File: src/rtl/processor_debug_responder.sv
// processor_debug_responder
//   Core-side end of the debug command link. Takes one command at a time from
//   the UART debugger. It halts, resumes or single-steps the core, and it reads
//   or writes core registers through the register-access port. Each accepted
//   command returns exactly one VALID pulse carrying ERROR/DATA.
//
//   Build option: MIST1032ISA_DEBUG_SINGLESTEP_EN
//     defined   - SINGLESTEP issues a step pulse and waits for STEP_DONE
//     undefined - SINGLESTEP answers ERROR, oCORE_STEP_REQ is tied low and
//                 the STEP_WAIT state does not exist
//
//   Handshake: the debugger raises iDEBUG_CMD_REQ with COMMAND/TARGET/DATA.
//   These are captured on the first rising edge where oDEBUG_CMD_BUSY is low.
//   BUSY stays high from the next cycle up to and including the VALID cycle.
//   A REQ seen while BUSY is high is discarded, never queued. The core-side
//   oREG_REQ is a level held with ADDR/RW/WDATA stable until iREG_ACK is
//   sampled high.
//
//   oDEBUG_STATE mirrors the FSM encoding for observation only.

module processor_debug_responder #(
   parameter int P_TO_W = 10
) (
   input  logic        iCLOCK,
   input  logic        inRESET,
   // debugger command side
   input  logic        iDEBUG_CMD_REQ,
   output logic        oDEBUG_CMD_BUSY,
   input  logic [3:0]  iDEBUG_CMD_COMMAND,
   input  logic [7:0]  iDEBUG_CMD_TARGET,
   input  logic [31:0] iDEBUG_CMD_DATA,
   output logic        oDEBUG_CMD_VALID,
   output logic        oDEBUG_CMD_ERROR,
   output logic [31:0] oDEBUG_CMD_DATA,
   // core run control
   output logic        oCORE_STOP_REQ,
   input  logic        iCORE_STOP_ACK,
   output logic        oCORE_STEP_REQ,
   input  logic        iCORE_STEP_DONE,
   output logic        oCORE_IRQ_UNMASK,
   output logic        oCORE_HALTED,
   // register access port
   output logic        oREG_REQ,
   output logic        oREG_RW,
   output logic [7:0]  oREG_ADDR,
   output logic [31:0] oREG_WDATA,
   input  logic        iREG_ACK,
   input  logic [31:0] iREG_RDATA,
   // FSM observation
   output logic [2:0]  oDEBUG_STATE
);

   localparam logic [3:0] CMD_READ_REG   = 4'h0;
   localparam logic [3:0] CMD_WRITE_REG  = 4'h1;
   localparam logic [3:0] CMD_GO         = 4'h8;
   localparam logic [3:0] CMD_INTGO      = 4'h9;
   localparam logic [3:0] CMD_SINGLESTEP = 4'hA;
   localparam logic [3:0] CMD_STOP       = 4'hF;

   // Register 64 is the CPU ID register and is read-only.
   localparam logic [7:0] REG_CPUIDR     = 8'd64;

   // All-ones timer value: the wait has lasted 2**P_TO_W-1 cycles.
   localparam logic [P_TO_W-1:0] TO_MAX  = '1;

   typedef enum logic [2:0] {
      ST_IDLE      = 3'd0,
      ST_DISPATCH  = 3'd1,
      ST_STOP_WAIT = 3'd2,
`ifdef MIST1032ISA_DEBUG_SINGLESTEP_EN
      ST_STEP_WAIT = 3'd3,
`endif
      ST_REG_WAIT  = 3'd4,
      ST_RESP      = 3'd5
   } state_t;

   state_t              state;
   logic                busy_q;
   logic                valid_q;
   logic                err_q;
   logic [31:0]         rdata_q;
   logic                stop_req_q;
   logic                irq_unmask_q;
   logic                halted_q;
   logic                reg_req_q;
   logic                reg_rw_q;
   logic [3:0]          cmd_q;
   logic [7:0]          target_q;
   logic [31:0]         wdata_q;
   logic [P_TO_W-1:0]   timer_q;

`ifdef MIST1032ISA_DEBUG_SINGLESTEP_EN
   logic                step_req_q;
`else
   // Step handshake input has no consumer when single-step is compiled out.
   logic                unused_step_done;
   assign unused_step_done = iCORE_STEP_DONE;
`endif

   // Register file map: GPRs 0-31, system registers 64-78, debug registers 128-132.
   function automatic logic target_ok(input logic [7:0] t);
      return (t <= 8'd31) ||
             ((t >= 8'd64)  && (t <= 8'd78)) ||
             ((t >= 8'd128) && (t <= 8'd132));
   endfunction

   // Command FSM. All outputs are registered here. VALID, IRQ_UNMASK and
   // STEP_REQ default low each cycle, so setting them once gives a one-cycle pulse.
   always_ff @(posedge iCLOCK or negedge inRESET) begin
      if (!inRESET) begin
         state        <= ST_IDLE;
         busy_q       <= 1'b0;
         valid_q      <= 1'b0;
         err_q        <= 1'b0;
         rdata_q      <= '0;
         stop_req_q   <= 1'b0;
         irq_unmask_q <= 1'b0;
         halted_q     <= 1'b0;
         reg_req_q    <= 1'b0;
         reg_rw_q     <= 1'b0;
         cmd_q        <= '0;
         target_q     <= '0;
         wdata_q      <= '0;
         timer_q      <= '0;
`ifdef MIST1032ISA_DEBUG_SINGLESTEP_EN
         step_req_q   <= 1'b0;
`endif
      end else begin
         valid_q      <= 1'b0;
         irq_unmask_q <= 1'b0;
`ifdef MIST1032ISA_DEBUG_SINGLESTEP_EN
         step_req_q   <= 1'b0;
`endif
         case (state)
            ST_IDLE: begin
               if (iDEBUG_CMD_REQ && !busy_q) begin
                  cmd_q    <= iDEBUG_CMD_COMMAND;
                  target_q <= iDEBUG_CMD_TARGET;
                  wdata_q  <= iDEBUG_CMD_DATA;
                  busy_q   <= 1'b1;
                  state    <= ST_DISPATCH;
               end
            end

            ST_DISPATCH: begin
               // Every wait state starts counting from zero.
               timer_q <= '0;
               case (cmd_q)
                  CMD_READ_REG, CMD_WRITE_REG: begin
                     if (!halted_q || !target_ok(target_q) ||
                         ((cmd_q == CMD_WRITE_REG) && (target_q == REG_CPUIDR))) begin
                        err_q   <= 1'b1;
                        valid_q <= 1'b1;
                        state   <= ST_RESP;
                     end else begin
                        reg_req_q <= 1'b1;
                        reg_rw_q  <= (cmd_q == CMD_WRITE_REG);
                        state     <= ST_REG_WAIT;
                     end
                  end
                  CMD_GO, CMD_INTGO: begin
                     // Resume is unconditional; it is harmless while already running.
                     stop_req_q   <= 1'b0;
                     halted_q     <= 1'b0;
                     irq_unmask_q <= (cmd_q == CMD_INTGO);
                     valid_q      <= 1'b1;
                     state        <= ST_RESP;
                  end
                  CMD_SINGLESTEP: begin
`ifdef MIST1032ISA_DEBUG_SINGLESTEP_EN
                     if (!halted_q) begin
                        err_q   <= 1'b1;
                        valid_q <= 1'b1;
                        state   <= ST_RESP;
                     end else begin
                        step_req_q <= 1'b1;
                        state      <= ST_STEP_WAIT;
                     end
`else
                     err_q   <= 1'b1;
                     valid_q <= 1'b1;
                     state   <= ST_RESP;
`endif
                  end
                  CMD_STOP: begin
                     if (halted_q) begin
                        valid_q <= 1'b1;
                        state   <= ST_RESP;
                     end else begin
                        stop_req_q <= 1'b1;
                        state      <= ST_STOP_WAIT;
                     end
                  end
                  default: begin
                     err_q   <= 1'b1;
                     valid_q <= 1'b1;
                     state   <= ST_RESP;
                  end
               endcase
            end

            ST_STOP_WAIT: begin
               // Acknowledge is checked first so it wins over a same-cycle timeout.
               if (iCORE_STOP_ACK) begin
                  halted_q <= 1'b1;
                  valid_q  <= 1'b1;
                  state    <= ST_RESP;
               end else if (timer_q == TO_MAX) begin
                  // The core never drained: withdraw the request and leave it running.
                  stop_req_q <= 1'b0;
                  err_q      <= 1'b1;
                  valid_q    <= 1'b1;
                  state      <= ST_RESP;
               end else begin
                  timer_q <= timer_q + 1'b1;
               end
            end

`ifdef MIST1032ISA_DEBUG_SINGLESTEP_EN
            ST_STEP_WAIT: begin
               // The core stays halted after the step retires.
               if (iCORE_STEP_DONE) begin
                  valid_q <= 1'b1;
                  state   <= ST_RESP;
               end else if (timer_q == TO_MAX) begin
                  err_q   <= 1'b1;
                  valid_q <= 1'b1;
                  state   <= ST_RESP;
               end else begin
                  timer_q <= timer_q + 1'b1;
               end
            end
`endif

            ST_REG_WAIT: begin
               if (iREG_ACK) begin
                  reg_req_q <= 1'b0;
                  rdata_q   <= reg_rw_q ? 32'd0 : iREG_RDATA;
                  valid_q   <= 1'b1;
                  state     <= ST_RESP;
               end else if (timer_q == TO_MAX) begin
                  reg_req_q <= 1'b0;
                  err_q     <= 1'b1;
                  valid_q   <= 1'b1;
                  state     <= ST_RESP;
               end else begin
                  timer_q <= timer_q + 1'b1;
               end
            end

            ST_RESP: begin
               // ERROR/DATA return to zero together with VALID.
               busy_q  <= 1'b0;
               err_q   <= 1'b0;
               rdata_q <= '0;
               state   <= ST_IDLE;
            end

            default: begin
               busy_q <= 1'b0;
               state  <= ST_IDLE;
            end
         endcase
      end
   end

   assign oDEBUG_CMD_BUSY  = busy_q;
   assign oDEBUG_CMD_VALID = valid_q;
   assign oDEBUG_CMD_ERROR = err_q;
   assign oDEBUG_CMD_DATA  = rdata_q;
   assign oCORE_STOP_REQ   = stop_req_q;
   assign oCORE_IRQ_UNMASK = irq_unmask_q;
   assign oCORE_HALTED     = halted_q;
   assign oREG_REQ         = reg_req_q;
   assign oREG_RW          = reg_rw_q;
   assign oREG_ADDR        = target_q;
   assign oREG_WDATA       = wdata_q;
   assign oDEBUG_STATE     = state;

`ifdef MIST1032ISA_DEBUG_SINGLESTEP_EN
   assign oCORE_STEP_REQ   = step_req_q;
`else
   assign oCORE_STEP_REQ   = 1'b0;
`endif

endmodule
File: config.mk
export PLATFORM = sky130hd
export DESIGN_NAME = processor_debug_responder
export DESIGN_NICKNAME = d
export VERILOG_FILES = /design/src/rtl/processor_debug_responder.sv
export SDC_FILE = /design/constraint.sdc
export NUM_CORES = 1
export LEC_CHECK = 0
export ABC_AREA = 1
export CAP_MARGIN = 20
export CORE_MARGIN = 2
export CORE_UTILIZATION = 44
export CTS_CLUSTER_SIZE = 16
export DETAILED_ROUTE_END_ITERATION = 8
export PLACE_DENSITY = 0.78
export REMOVE_ABC_BUFFERS = 1
export SYNTH_ARGS = -nofsm -noshare
export SYNTH_HDL_FRONTEND = slang
export SYNTH_SLANG_ARGS = --single-unit
File: constraint.sdc
create_clock -name iCLOCK -period 1.9 [get_ports iCLOCK]
set_input_delay 0.38 -clock iCLOCK [delete_from_list [all_inputs] [get_ports iCLOCK]]
set_output_delay 0.38 -clock iCLOCK [all_outputs]
set_load 0.005 [all_outputs]
-- Yosys cells after proc, flatten, opt, wreduce, memory -nomap -nowiden
Index checks and enable logic that the tools add are counted.
- bits in writable memories: 0
- memories: 0
- input bits: 82
- output and inout port bits: 84
- latch bits: 0
- register bits: 97
- memory bits (read-only): 0
- multiply operators: 0
- reduce and logical (&&, ||, !) cells: 31
- equality and inequality tests: 24
- shift-type cells: 0
- $lt $le $gt $ge: 5
- add/subtract/negate cells: 1
- multiplexer cells: 44
- div/mod/pow operators: 0
- bitwise gates (word level): 2
- operators with widths (kind ; number):
    $mux W32 ; 2
    $pmux W32 S2 ; 1
    $mux W10 ; 3
    $pmux W10 S3 ; 1
    $mux W1 ; 21
    $ne A2 B2 Y1 const B ; 8
    $mux W3 ; 5
    $pmux W1 S2 ; 7
    $eq A4 B4 Y1 const B ; 3
    $pmux W3 S4 ; 1
    $add A10 B1 Y10 const B ; 1
    $eq A10 B10 Y1 const B ; 1
    $reduce_and A5 Y1 ; 2
    $ne A3 B3 Y1 const B ; 3
    $reduce_and A3 Y1 ; 3
    $eq A8 B7 Y1 const B ; 1
    $ge A8 B7 Y1 const B ; 1
    $ge A8 B8 Y1 const B ; 1
    $le A8 B5 Y1 const B ; 1
    $le A8 B7 Y1 const B ; 1
    $le A8 B8 Y1 const B ; 1
    $eq A3 B3 Y1 const B ; 2
    $pmux W3 S2 ; 1
    $reduce_and A2 Y1 ; 3
    19 further kinds ; 33

-- Depth between registers and ports, before layout
- depth in word-level cells: 10
- mapped depth: 12
- mapped depth without buffers: 12

-- Worst setup path before layout
Ideal clock, no wire load.
- path type: register to register
- start: reg timer_q[0]
- end: reg timer_q[5]
- arrival time: 1.414 ns
- stages on the path, launching flop included: 12
- clock period less this slack: 1.540 ns
- setup slack: 0.360 ns
- buffers on the path: 1
- setup time: 0.127 ns
- path through: dfrtp_1 -> ha_1 -> nand2_1 -> inv_1 -> nand2_1 -> inv_1 -> nand3_1 -> nor2_4 -> nor2_8 -> buf_6 -> nand3_1 -> o21ai_0
- cells in the longest elaborated chain, start to end: 4
- elaborated cells between the ends (all ways): 6
- classes of those cells: add/sub: 1; eq/ne: 1; mux: 4
- RTL lines (element ; RTL line ; source):
    start: declaration ; 90 ; logic [P_TO_W-1:0] timer_q;
    start signal: assignment ; 215 ; timer_q <= timer_q + 1'b1;
    start signal: assignment ; 247 ; timer_q <= timer_q + 1'b1;
    $add A10 B1 Y10 / $eq A10 B10 Y1 (equally long branches) ; - ;
    $mux W10 * ; 208, 241 ;
    $mux W10 (on tied branches) ; 236, 204 ;
    $pmux W10 S3 * ; 134 ; case (state)
Mark *: on every way between the ends. The rest lies on a longest branch, timed or not. The select of a mux whose other input is x is not followed.
A chain may end at the register's enable or synchronous reset.

-- Worst setup path in the final report
- start: reg timer_q[0]
- end: reg timer_q[8]
The elaborated chain is that of the path after synthesis.

==> results.py <==
metrics = {
    "run_status": {
        "status": "complete, no violations",
    },
    "yosys": {
        "ys_warn_count": 0,
        "muxShareOfSynthArea_pct": 8.416,
        "syn-cell-area_mm2": 0.004415,
        "synth.distinct_cells": 36,
        "synth_seq_area_share_pct": 54.97,
        "synth-simple-area-share_pct": 16.07,
        "synth_top_family_by_area": "simple AND/OR/NAND/NOR gates",
        "synth_cells": 444,
        "yosysTopAreaCell": "dfrtp_1",
        "ys_ff_latch": 97,
        "syn_area_per_cell_um2": 9.945,
        "synth_compound_area_share_pct": 11.31,
        "synth_top_area_share_pct": 54.97,
        "synth_xor_area_share_pct": 0.3967,
        "netlist_top_cells_area": "dfrtp_1 55%, mux2_2 8.4%, o21ai_2 6.0%, inv_1 5.7%, nand3_1 5.3%",
        "synth-adder-area-share_pct": 0.2834,
    },
    "sta": {
        "min_period_ps": 1797,
        "drv_slew": 0,
        "setup_slack_ps": 102.9,
        "hold_viol": 0,
        "setup_viol": 0,
        "finClkSkew_ps": 8.431,
        "period_share_pct": 94.58,
        "worst_pin_slew_ps": 515.9,
        "whs_ps": 62.29,
        "timing.slew.headroom_pct": 65.61,
        "fmax_mhz": 556.5,
    },
    "pwr": {
        "p_per_area_mw_per_mm2": 1357,
        "p_leak_nw": 2.980,
        "vdd_drop_max_mv": 0.7738,
    },
    "floorplan": {
        "die_x_um": 104.2,
        "die-area_mm2": 0.01085,
        "floorplan.core_area_mm2": 0.009774,
        "io_pins": 166,
        "fp.dieH_um": 104.2,
        "initial_core_util_pct": 45.17,
        "num_rows": 36,
    },
    "drt": {
        "drc": 0,
        "firstDrtPassIters": 4,
        "num_vias": 3605,
        "wl_per_cell_um": 14.01,
        "routed_wl_mm": 10.50,
        "viasPerCell": 4.813,
        "final_antenna_net_count": 0,
        "drt_iter0_markers": 141,
    },
    "cells_and_area": {
        "final_util_pct": 65.55,
        "antennaDiodeCount": 0,
        "nets": 694,
        "stdcell_area_mm2": 0.006407,
        "layout-drive-gt1-share_pct": 17.21,
        "syn2layout_area_growth_pct": 45.11,
        "fin_cells": 749,
    },
    "critical_path": {
        "cp.required_ps": 2150,
        "worstPathMaxFanout": 9,
        "worstSetupPathType": "flop to flop",
        "arrival_ps": 2050,
        "cp-start-kind": "flop",
        "critPathCaptureType": "flop",
    },
    "clocking": {
        "insertion_delay_ps": 350,
        "clock_sinks": 97,
        "cts_hold_buf": 0,
        "cts-buffers-inserted": 9,
        "cts_tree": "yes",
        "h-tree-depth": 3,
        "cts_root_buf": "clkbuf_8",
        "clockBufferDepth": 2,
        "clkSlewWorstSetupHoldPaths_ps": 90,
    },
    "place": {
        "place_hpwl_mm": 7.543,
        "portBuffers": 163,
        "globalplace.congestion": 0.8360,
        "placed_cell_area_mm2": 0.006205,
        "place_inst": 729,
        "pre_cts_ws_ps": 74.82,
    },
    "grt": {
        "grt_max_degree": 98,
        "grt_first_pass_wirelength_mm": 17.39,
        "grtUsageTotal_pct": 19.83,
        "grt_pass1_vias": 3697,
        "overflow": 0,
        "grt_antenna_before_repair": 0,
    },
    "worst_hold_path": {
        "hold_path_class": "input port to asynchronous set/reset pin",
    },
    "flow_run": {
        "drv_cap": 0,
    },
}
==> cell usage in the layout, fill, tap and decap left out, drive strengths merged <==
master / synthesis / final
clkdlybuf4s50: 0 / 162
dfrtp: 97 / 97
inv: 72 / 72
nand2: 53 / 53
nand3: 50 / 50
o21ai: 49 / 49
nor2: 34 / 35
mux2: 33 / 33
a21oi: 18 / 18
clkbuf: 6 / 11
buf: 11 / 10
nor3: 5 / 5
clkinvlp: 0 / 3
nand4: 2 / 2
a211oi: 2 / 2
nand3b: 2 / 2
xor2: 2 / 2
clkinv: 0 / 2
o31ai: 1 / 1
o21bai: 1 / 1
or3: 1 / 1
a31oi: 1 / 1
a21boi: 1 / 1
o21a: 1 / 1
ha: 1 / 1
conb: 1 / 1
==> flip-flops by register name, indices dropped and copies added (netlist names) <==
name,count
oDEBUG_CMD_DATA,32
oREG_WDATA,32
timer_q,10
oREG_ADDR,8
cmd_q,4
oDEBUG_STATE,3
oCORE_HALTED,1
oCORE_IRQ_UNMASK,1
oCORE_STOP_REQ,1
oDEBUG_CMD_BUSY,1
oDEBUG_CMD_ERROR,1
oDEBUG_CMD_VALID,1
oREG_REQ,1
oREG_RW,1
==> worst paths after layout <==
path	startpoint	end	slack [ps]	cells past startpoint
worst max-delay path	timer_q[0]	timer_q[8]	100	12
worst min register to register	oREG_WDATA[4]	oREG_WDATA[4]	510	1
worst max register to register	timer_q[0]	timer_q[8]	100	12
min in group iCLOCK	oREG_WDATA[4]	oREG_WDATA[4]	510	1
worst min-delay path	inRESET	oREG_ADDR[7]	60	2
max in group asynchronous	inRESET	timer_q[0]	1440	2
==> synth_stat cells, drive strengths merged <==
master	n
mux2	33
a211oi	2
inv	72
xor2	2
dfrtp	97
o31ai	1
o21a	1
buf	11
a21oi	18
a21boi	1
nand3	50
nor3	5
o21bai	1
nand3b	2
a31oi	1
conb	1
nor2	34
ha	1
clkbuf	6
nand4	2
or3	1
o21ai	49
nand2	53
==> repair_timing <==
item	4_1_cts	5_1_grt
endpoints found under the hold margin	0	0
setup buffers	0	3
gates resized for setup	0	1
setup endpoints to repair	0	6
==> power by group <==
group / internal [mW] / total [mW] / switching, mW / leakage, nW
Sequential: 2.85 / 3.32 / 0.476 / 1.21
Combinational: 2.34 / 4.20 / 1.86 / 1.69
Clock: 0.473 / 1.17 / 0.700 / 0.0753
Total: 5.66 / 8.69 / 3.03 / 2.98
==> stage by stage <==
| stage | TNS, ps | power (mW) |
|---|---|---|
| 6_report | 0 | 8.694 |
| 5_1_grt | -56.35 | 9.335 |
| 4_1_cts | 0 | 8.748 |
| 3_5_place_dp | 0 | 7.554 |
| 3_3_place_gp | 0 | 7.404 |
| 2_1_floorplan | -11460 | 5.320 |
==> layout make-up <==
cell class,instances,area (µm²)
clock buffer,11,131.4
clock inverter,5,32.53
fill,803,3367
inverter,72,270.3
multi-input combinational,259,1633
sequential,97,2427
tap,133,166.4
timing repair buffer,172,1747
==> routing by layer <==
layer | share of wire [%] | track usage [%] | vias up
met5 | 0 | 0 | -
met3 | 6.7 | 5.576 | 21
met4 | 2.3 | 8.977 | 0
met2 | 50 | 33.36 | 112
li1 | - | - | 1764
met1 | 41 | 23.66 | 1708
==> cell families after synthesis <==
| logic type | count (synthesis) |
|---|---|
| AOI/OAI and AO/OA | 74 |
| xor gates and xnor gates | 2 |
| adders and majority gates | 1 |
| buffers and inverters | 89 |
| DFF | 97 |
| muxes | 33 |
| other | 1 |
| and+or+nand+nor | 147 |
==> critical path, stage by stage, from the launching register on <==
cell     delay (ps)
dfrtp_1         380
ha_1            180
nand2_1          70
inv_1           110
nand2_1          90
inv_1           130
nand3_2         140
nor2_4          260
nor2_8           90
nand2_1          90
nand2_1          50
nand2_1          60
nor2_1           40
(Power assumes the default switching activity.)
